$ cat config.mk
export PLATFORM = sky130hd
export DESIGN_NAME = riscv_rf_wb_arbiter
export DESIGN_NICKNAME = d
export VERILOG_FILES = /design/src/rtl/riscv_rf_arb_pkg.sv /design/src/rtl/riscv_rr_picker.sv /design/src/rtl/riscv_rf_wb_arbiter.sv
export SDC_FILE = /design/constraint.sdc
export NUM_CORES = 1
export LEC_CHECK = 0
export CORE_MARGIN = 8
export CORE_UTILIZATION = 65
export DETAILED_ROUTE_END_ITERATION = 6
export DONT_BUFFER_PORTS = 1
export HOLD_SLACK_MARGIN = 0.08
export PLACE_DENSITY_LB_ADDON = 0.2
export SLEW_MARGIN = 20
export SYNTH_ARGS = -nofsm -noshare
export SYNTH_HDL_FRONTEND = slang
export SYNTH_SLANG_ARGS = --single-unit
$ cat constraint.sdc
create_clock -name clk_int -period 18.65 [get_ports clk_int]
set_input_delay 3.73 -clock clk_int [delete_from_list [all_inputs] [get_ports clk_int]]
set_output_delay 3.73 -clock clk_int [all_outputs]
set_load 0.01 [all_outputs]
$ cat src/rtl/riscv_rf_arb_pkg.sv
// Shared types, constants and helpers for the register-file write-back arbiter.
package riscv_rf_arb_pkg;

  localparam int DEF_ADDR_WIDTH = 6;
  localparam int DEF_DATA_WIDTH = 32;
  localparam int DEF_TAG_WIDTH  = 4;

  // Integer register x0: writes to it are accepted but never reach the register file
  localparam int X0_ADDR = 0;

  // One write-back request as seen by the register file
  typedef struct packed {
    logic [DEF_ADDR_WIDTH-1:0] addr;
    logic [DEF_DATA_WIDTH-1:0] data;
    logic [DEF_TAG_WIDTH-1:0]  tag;
  } wb_req_t;

  // Width of a wait counter that must be able to hold the value max_wait
  function automatic int wait_cnt_width(input int max_wait);
    return $clog2(max_wait + 1);
  endfunction

endpackage

$ cat src/rtl/riscv_rr_picker.sv
// Round-robin find-first: picks the first set request bit at or after ptr, wrapping modulo N.
module riscv_rr_picker
  import riscv_rf_arb_pkg::*;
#(
  parameter int N     = 4,
  parameter int IDX_W = (N > 1) ? $clog2(N) : 1
) (
  input  logic [N-1:0]     req,
  input  logic [IDX_W-1:0] ptr,
  output logic [N-1:0]     gnt,
  output logic [IDX_W-1:0] idx
);

  logic [IDX_W-1:0] pos;

  // Scan from the farthest offset back to ptr so the closest requester wins last
  always_comb begin
    gnt = '0;
    idx = '0;
    pos = '0;
    for (int off = N - 1; off >= 0; off--) begin
      pos = IDX_W'((int'(ptr) + off) % N);
      if (req[pos]) begin
        gnt      = '0;
        gnt[pos] = 1'b1;
        idx      = pos;
      end
    end
  end

endmodule

$ cat src/rtl/riscv_rf_wb_arbiter.sv
// Write-back arbiter for the dual-write-port register file: maps up to two
// requesters per cycle onto ports A and B with priority, round-robin fairness,
// starvation escalation and same-address conflict avoidance.
module riscv_rf_wb_arbiter
  import riscv_rf_arb_pkg::*;
#(
  parameter int N_REQ      = 4,
  parameter int ADDR_WIDTH = 6,
  parameter int DATA_WIDTH = 32,
  parameter int TAG_WIDTH  = 4,
  parameter int MAX_WAIT   = 8
) (
  input  logic                                  clk_int,
  input  logic                                  rst_n,
  input  logic [N_REQ-1:0]                      req_valid_i,
  output logic [N_REQ-1:0]                      req_ready_o,
  input  logic [N_REQ-1:0][ADDR_WIDTH-1:0]      req_addr_i,
  input  logic [N_REQ-1:0][DATA_WIDTH-1:0]      req_data_i,
  input  logic [N_REQ-1:0][TAG_WIDTH-1:0]       req_tag_i,
  output logic                                  we_a_o,
  output logic                                  we_b_o,
  output logic [ADDR_WIDTH-1:0]                 waddr_a_o,
  output logic [ADDR_WIDTH-1:0]                 waddr_b_o,
  output logic [DATA_WIDTH-1:0]                 wdata_a_o,
  output logic [DATA_WIDTH-1:0]                 wdata_b_o,
  output logic [TAG_WIDTH-1:0]                  wtag_a_o,
  output logic [TAG_WIDTH-1:0]                  wtag_b_o,
  output logic [N_REQ-1:0]                      urgent_o
);

  localparam int                    IDX_W    = (N_REQ > 1) ? $clog2(N_REQ) : 1;
  localparam int                    CNT_W    = wait_cnt_width(MAX_WAIT);
  localparam logic [CNT_W-1:0]      CNT_MAX  = CNT_W'(MAX_WAIT);
  localparam logic [ADDR_WIDTH-1:0] ZERO_REG = ADDR_WIDTH'(X0_ADDR);
  localparam logic [IDX_W-1:0]      RR_RESET = IDX_W'(1);

  logic [N_REQ-1:0][CNT_W-1:0] cnt_q;
  logic [IDX_W-1:0]            rr_q;
  logic [IDX_W-1:0]            rr_next;

  logic [N_REQ-1:0]            x0_req;
  logic [N_REQ-1:0]            cand;
  logic [N_REQ-1:0]            urgent;
  logic [N_REQ-1:0]            urg_cand;

  logic [N_REQ-1:0]            rr_a_gnt;
  logic [IDX_W-1:0]            rr_a_idx;
  logic [N_REQ-1:0]            gnt_a;
  logic [IDX_W-1:0]            idx_a;
  logic                        a_by_rr;
  logic [ADDR_WIDTH-1:0]       addr_a;

  logic [N_REQ-1:0]            mask_b;
  logic [N_REQ-1:0]            gnt_b;
  logic [IDX_W-1:0]            idx_b;

  // Classify each requester: x0 writes bypass the ports, the rest compete for them
  always_comb begin
    x0_req = '0;
    cand   = '0;
    urgent = '0;
    for (int i = 0; i < N_REQ; i++) begin
      x0_req[i] = req_valid_i[i] && (req_addr_i[i] == ZERO_REG);
      cand[i]   = req_valid_i[i] && (req_addr_i[i] != ZERO_REG);
      urgent[i] = (cnt_q[i] == CNT_MAX);
    end
  end

  assign urgent_o = urgent;
  assign urg_cand = urgent & cand;

  riscv_rr_picker #(
    .N     (N_REQ),
    .IDX_W (IDX_W)
  ) u_pick_a (
    .req (cand),
    .ptr (rr_q),
    .gnt (rr_a_gnt),
    .idx (rr_a_idx)
  );

  // Port A: lowest-index urgent requester, else the ALU, else the round-robin winner
  always_comb begin
    gnt_a   = '0;
    idx_a   = '0;
    a_by_rr = 1'b0;
    if (|urg_cand) begin
      for (int i = N_REQ - 1; i >= 0; i--) begin
        if (urg_cand[i]) begin
          gnt_a    = '0;
          gnt_a[i] = 1'b1;
          idx_a    = IDX_W'(i);
        end
      end
    end else if (cand[0]) begin
      gnt_a[0] = 1'b1;
      idx_a    = '0;
    end else if (|rr_a_gnt) begin
      gnt_a   = rr_a_gnt;
      idx_a   = rr_a_idx;
      a_by_rr = 1'b1;
    end
  end

  assign addr_a = req_addr_i[idx_a];

  // Port B candidates exclude the port-A winner and anything aimed at the same register
  always_comb begin
    mask_b = '0;
    for (int i = 0; i < N_REQ; i++) begin
      mask_b[i] = cand[i] && !gnt_a[i] && (req_addr_i[i] != addr_a);
    end
  end

  riscv_rr_picker #(
    .N     (N_REQ),
    .IDX_W (IDX_W)
  ) u_pick_b (
    .req (mask_b),
    .ptr (rr_q),
    .gnt (gnt_b),
    .idx (idx_b)
  );

  // Accept granted requesters and x0 writes; nothing is accepted while reset is held
  always_comb begin
    req_ready_o = '0;
    if (rst_n) begin
      req_ready_o = x0_req | gnt_a | gnt_b;
    end
  end

  // Pointer moves past the last requester that won through round-robin this cycle
  always_comb begin
    rr_next = rr_q;
    if (|gnt_b) begin
      rr_next = IDX_W'((int'(idx_b) + 1) % N_REQ);
    end else if (a_by_rr) begin
      rr_next = IDX_W'((int'(idx_a) + 1) % N_REQ);
    end
  end

  // Round-robin pointer register
  always_ff @(posedge clk_int or negedge rst_n) begin
    if (!rst_n) begin
      rr_q <= RR_RESET;
    end else begin
      rr_q <= rr_next;
    end
  end

  // Wait counters count stalled cycles, saturating; any transfer or idle cycle clears them
  always_ff @(posedge clk_int or negedge rst_n) begin
    if (!rst_n) begin
      cnt_q <= '0;
    end else begin
      for (int i = 0; i < N_REQ; i++) begin
        if (req_valid_i[i] && !req_ready_o[i]) begin
          if (cnt_q[i] != CNT_MAX) begin
            cnt_q[i] <= cnt_q[i] + CNT_W'(1);
          end
        end else begin
          cnt_q[i] <= '0;
        end
      end
    end
  end

  // Port A output register: payload only loads on a grant so the bus holds when idle
  always_ff @(posedge clk_int or negedge rst_n) begin
    if (!rst_n) begin
      we_a_o    <= 1'b0;
      waddr_a_o <= '0;
      wdata_a_o <= '0;
      wtag_a_o  <= '0;
    end else begin
      we_a_o <= |gnt_a;
      if (|gnt_a) begin
        waddr_a_o <= req_addr_i[idx_a];
        wdata_a_o <= req_data_i[idx_a];
        wtag_a_o  <= req_tag_i[idx_a];
      end
    end
  end

  // Port B output register, same hold behaviour as port A
  always_ff @(posedge clk_int or negedge rst_n) begin
    if (!rst_n) begin
      we_b_o    <= 1'b0;
      waddr_b_o <= '0;
      wdata_b_o <= '0;
      wtag_b_o  <= '0;
    end else begin
      we_b_o <= |gnt_b;
      if (|gnt_b) begin
        waddr_b_o <= req_addr_i[idx_b];
        wdata_b_o <= req_data_i[idx_b];
        wtag_b_o  <= req_tag_i[idx_b];
      end
    end
  end

endmodule

**Word-level counts from Yosys, hierarchy flattened**

Cells that the tools add are included.

- Register bits after elaboration: 104
- Input bits: 174

- $add $sub $neg: 9
- $lt $le $gt $ge: 10
- Equal/unequal tests: 16
- Multiplexer cells: 81
- Bitwise operators: 3
- Reductions and logical operators: 45

Operator list:

| kind | count |
|---|---|
| binary-select mux 32 bit (select 2 bit) | 2 |
| two-way mux 4 bit | 25 |
| two-way mux 32 bit | 2 |
| two-way mux 2 bit | 17 |
| binary-select mux 6 bit (select 2 bit) | 2 |
| logical AND 1 bit | 24 |
| zero test 6 bit | 4 |
| inequality test 6 bit | 4 |
| nonzero test 6 bit | 4 |
| < comparator 2 x 3 -> 1 bit (second input constant) | 6 |
| adder 4 x 1 -> 4 bit (second input constant) | 4 |
| binary-select mux 1 bit (select 2 bit) | 8 |
| binary-select mux 4 bit (select 2 bit) | 2 |
| equality test 4 bit (second input constant) | 4 |
| two-way mux 1 bit | 16 |
| inequality test 4 bit (second input constant) | 4 |
| OR reduction 4 bit | 4 |
| two-way mux 6 bit | 2 |
| demux 1 bit (select 2 bit) | 4 |
| greater-or-equal comparator 2 x 1 -> 1 bit (second input constant) | 4 |
| zero test 1 bit | 8 |
| inequality test 2 x 1 -> 1 bit (second input constant) | 4 |
| bitwise OR 4 bit | 2 |
| adder 2 x 1 -> 2 bit (second input constant) | 3 |
| other kinds (4) | 5 |

**Longest topological paths before layout**

- Word-level depth: 28
- Mapped depth: 22
- Depth with buffers taken out: 19

**By module**

Synthesis repeated with hierarchy kept, for this count alone.

- Cell total of the unflattened synthesis: 972
- Area, all modules: 8559.5 um^2

Modules (own cells, without submodules):

| module | times used | cells an instance | area an instance (um^2) | sequential area each (um^2) |
|---|---|---|---|---|
| riscv_rf_wb_arbiter | 1 | 846 | 7478.4 | 2603.7 |
| riscv_rr_picker at u_pick_b | 1 | 66 | 585.6 | 0.0 |
| riscv_rr_picker at u_pick_a | 1 | 60 | 495.5 | 0.0 |

**Worst setup path before layout**

Ideal clock, no wire load.

- Kind: input-to-output
- Start: in req_addr_i[18] in the netlist's numbering
- End: out req_ready_o[2]
- Arrival time: 8184 ps
- Required time: 14920 ps
- Slack: 6736 ps
- Stages: 16
- Buffers on the path: 2
- Path through: buf_2 or4_1 clkbuf_1 o21a_1 mux4_2 a222oi_1 nor4_2 a21oi_2 mux2_2 o211a_1 o21ai_0 o211a_1 nor2_1 a221oi_1 nor2_1 nor2_1

- Word-level cells in the longest chain between the ends: 24

RTL lines:

| element | line | RTL |
|---|---|---|
| start, declared | riscv_rf_wb_arbiter.sv:17 | `input logic [N_REQ-1:0][ADDR_WIDTH-1:0] req_addr_i,` |
| nonzero test 6 bit | riscv_rf_wb_arbiter.sv:64 | `cand[i] = req_valid_i[i] && (req_addr_i[i] != ZERO_REG);` |
| logical AND 1 bit | riscv_rf_wb_arbiter.sv:64 |  |
| binary-select mux 1 bit (select 2 bit) | riscv_rr_picker.sv:23 | `if (req[pos]) begin` |
| two-way mux 1 bit (not written as such) | riscv_rr_picker.sv:23 |  |
| two-way mux 4 bit (4 in series) | riscv_rr_picker.sv:23 |  |
| OR reduction 4 bit | riscv_rf_wb_arbiter.sv:98 | `end else if (\|rr_a_gnt) begin` |
| two-way mux 2 bit | riscv_rf_wb_arbiter.sv:98 |  |
| two-way mux 2 bit | riscv_rf_wb_arbiter.sv:95 | `end else if (cand[0]) begin` |
| [... 2 more ...] | - |  |
| two-way mux 6 bit (not written as such) | riscv_rf_wb_arbiter.sv:105 | `assign addr_a = req_addr_i[idx_a];` |
| inequality test 6 bit | riscv_rf_wb_arbiter.sv:111 | `mask_b[i] = cand[i] && !gnt_a[i] && (req_addr_i[i] != addr_a);` |
| logical AND 1 bit | riscv_rf_wb_arbiter.sv:111 |  |
| binary-select mux 1 bit (select 2 bit) | riscv_rr_picker.sv:23 |  |
| two-way mux 1 bit (not written as such) | riscv_rr_picker.sv:23 |  |
| two-way mux 4 bit (4 in series) | riscv_rr_picker.sv:23 |  |
| bitwise OR 4 bit (*) | riscv_rf_wb_arbiter.sv:129 | `req_ready_o = x0_req \| gnt_a \| gnt_b;` |
| two-way mux 4 bit (*) | riscv_rf_wb_arbiter.sv:128 | `if (rst_n) begin` |
| end, declared | riscv_rf_wb_arbiter.sv:16 | `output logic [N_REQ-1:0] req_ready_o,` |

Every way passes the cells marked *; elsewhere a longest branch is shown, timed or not. The select of a mux whose other input is x is not followed.

**Worst setup path after layout**

- Start: in req_addr_i[4] in the netlist's numbering
- End: out req_ready_o[2]

Same word-level chain as after synthesis.

==> metrics.cfg <==
[status]
outcome = completed

[flow_run]
maxCapViolCount = 0

[yosys]
netlist_area_mm2 = 0.00928
syn_nets = 1314
synth_area_leader_cell = dfrtp_1
synth-seq-cells = 104
synthArstFlopShare = 1.00
synth_ff_type = dfrtp_1
ys_seq_area_frac = 0.281
synth-edff-count = 0
synthTopCellsByCount = nand2_1, mux2i_1, dfrtp_1
synth_area_per_cell_um2 = 8.25
synthCells = 1125
yosysUniqueCellTypes = 73
yosys-top-cells-area = dfrtp_1, mux2i_1, nand2_1
synth_most_common_cell = nand2_1
synth_top_area_share = 0.278
yosys_warnings = 0

[clock_tree]
cts.repair.resized = 0
clockRootBuffer = clkbuf_16
path_clk_slew_ps = 80
cts_buffer_depth = 2
htreeDepth = 3
clkLatencyLatePin_ps = 370
cts_setup_buffers = 0
cts_made_buffers = 9
cts_hold_buf = 0
cts.sinks = 104
cts_tree = done

[global_routing]
grt_pass1_wl_mm = 46.9
grt_pass1_vias = 7985
grt.total_usage = 0.327
grt_start_max_net_pins = 108
overflow = 0
antenna_found_initial = 0

[floorplanning]
initial_utilization = 0.666
rows = 43
die_h_um = 135
die-area_mm2 = 0.0184
die_w_um = 135
io_pins = 268
core_mm2 = 0.0139

[timing]
setup-tns-final_ps = 0
finalMaxSlewViolations = 0
fin_crit_sh = 0.717
clock_skew_ps = 19.2
fin_ws_ps = 5280
relSlewSlack = 0.241
worst_slew_pin_slew_ps = 1140
fin_crit_ps = 13370
rsz0062_at_grt = false
fmax_mhz = 74.8
finalSetupViolations = 0
hold_viol = 0

[final_layout]
finalNonFillerCells = 1243
layout.nets = 1248
fillers = 1144
area.growth.synth_to_final_pct = 2.40
diodes = 0
final_layout_size_suffix_gt1_frac = 0.0997

[routing]
first_pass_iters = 5
ant_nets = 0
avgViaCountPerCell = 6.75
vias = 8390
wl_per_cell_um = 24.7
drt_iter0_drc = 734
drc = 0
drt-total-wl_mm = 30.7

[worst_setup_path]
path_buf_inv = 1
critical_path_class = input pin to output port
cpPeakStageDelay_ps = 710
cp_slowest_cell = nor2_1
path_delay_family = compound AO/OA/AOI/OAI gates
cp_cell_sequence = nor4_2, a21oi_1, mux4_2, a211oi_1, a211oi_1, nor2_1, a21o_2, buf_4, mux2i_1, xnor2_1, o211ai_2, a31o_4, o211a_1, a221oi_1, nor2_1, nor2_1
end_kind = output port
cp.arrival_ps = 9640
cp_data_required_time_ps = 14920
path_max_fanout = 88
crit_path_frequent_cell = nor2_1
critPathLaunchType = input pin

[place]
place.gp.congestion = 0.984
post-place-ws_ps = 5430
port_buffers = 0
dp_hpwl_mm = 23.1
placed_cells = 1228

[power]
p_leak_nw = 4.24
power_density_mw_per_mm2 = 273
power_w = 0.00259
peakVddDrop_mv = 0.263

[min_path]
hp-class = flop to flop

[logic make-up after synthesis]
kind of cell               after synthesis  synth area share
AOI/OAI and AO/OA                      231             0.170
xor gates and xnor gates                45            0.0425
adders and majority gates               15            0.0202
buffers and inverters                  111            0.0531
DFF                                    104             0.281
muxes                                  174             0.225
and+or+nand+nor                        445             0.209
[final timing paths]
kind | from | end | slack, ps | cells after the start
max in group asynchronous | rst_n | rr_q[0]$_DFFE_PN1P_ | 15340 | 0
min in group asynchronous | rst_n | cnt_q[3]$_DFFE_PN0P_ | 3060 | 0
setup / recovery | req_addr_i[4] | req_ready_o[2] | 5280 | 16
hold reg to reg | cnt_q[7]$_DFFE_PN0P_ | cnt_q[7]$_DFFE_PN0P_ | 550 | 2
setup reg to reg | rr_q[0]$_DFFE_PN1P_ | waddr_b_o[3]$_DFFE_PN0P_ | 10000 | 19
hold / removal | cnt_q[7]$_DFFE_PN0P_ | cnt_q[7]$_DFFE_PN0P_ | 550 | 2
[cells in the final DEF, fill, tap and decap left out, types with 12 or more instances in the layout]
cell	instances
o21ai_0	93
mux4_2	12
nand2_1	275
nand3_1	59
mux2_4	37
xnor2_1	22
xor2_1	23
ha_1	15
a211oi_1	12
dfrtp_1	103
nor3_1	14
mux2i_1	119
inv_1	25
o211ai_1	13
a21oi_1	21
nor2_1	45
[metrics by stage]
step	hold slack, ps	area, um2	util
floorplan	497	9280	-
global placement	517	9220	0.662
detailed placement	537	9220	0.662
CTS	555	9500	0.682
global route	571	9500	0.682
finish	552	9500	0.682
[power breakdown]
part	internal, W	total (W)	switching, W
sequential	0.000361	0.000523	0.000162
clock	0.0000918	0.000186	0.0000944
combinational	0.000878	0.00188	0.00101
[sequential cells by signal (all words and copies together), names as in the netlist]
name / flops
we_b_o: 1
wdata_b_o: 32
cnt_q: 16
wtag_a_o: 4
rr_q: 2
waddr_b_o: 6
wtag_b_o: 4
we_a_o: 1
wdata_a_o: 32
waddr_a_o: 6
[routing by layer]
metal	wire length, um	track usage	share of wire	up-vias
met2	14600	0.527	0.47	479
li1	-	-	-	3842
met4	957	0.127	0.031	0
met1	11500	0.400	0.37	3989
met3	3670	0.106	0.12	80
met5	0	0	0	-
[final cells by class]
type                            count  area (um2)  share of cell area
Clock buffer                        9         225              0.0237
Inverter                           26        97.6              0.0103
Multi-Input combinational cell    910        6230               0.656
Clock inverter                      6        56.3             0.00593
Timing Repair Buffer                8        60.1             0.00632
Sequential cell                   104        2600               0.274
Tap cell                          180         225              0.0237
[worst register-to-register path, stage by stage (launching register included)]
cell and delay [ps]:
dfstp_2 890, inv_1 530, ha_1 780, inv_1 320, mux4_2 380, a211oi_1 320
a211oi_1 140, nor2_1 710, a21o_2 230, buf_4 680, mux2i_1 310, xnor2_1 400
o21ai_1 190, nand2_1 200, nand2_1 120, a32oi_4 230, buf_4 580, inv_2 560
mux4_2 680, mux2_4 280
(Power assumes the default switching activity.)
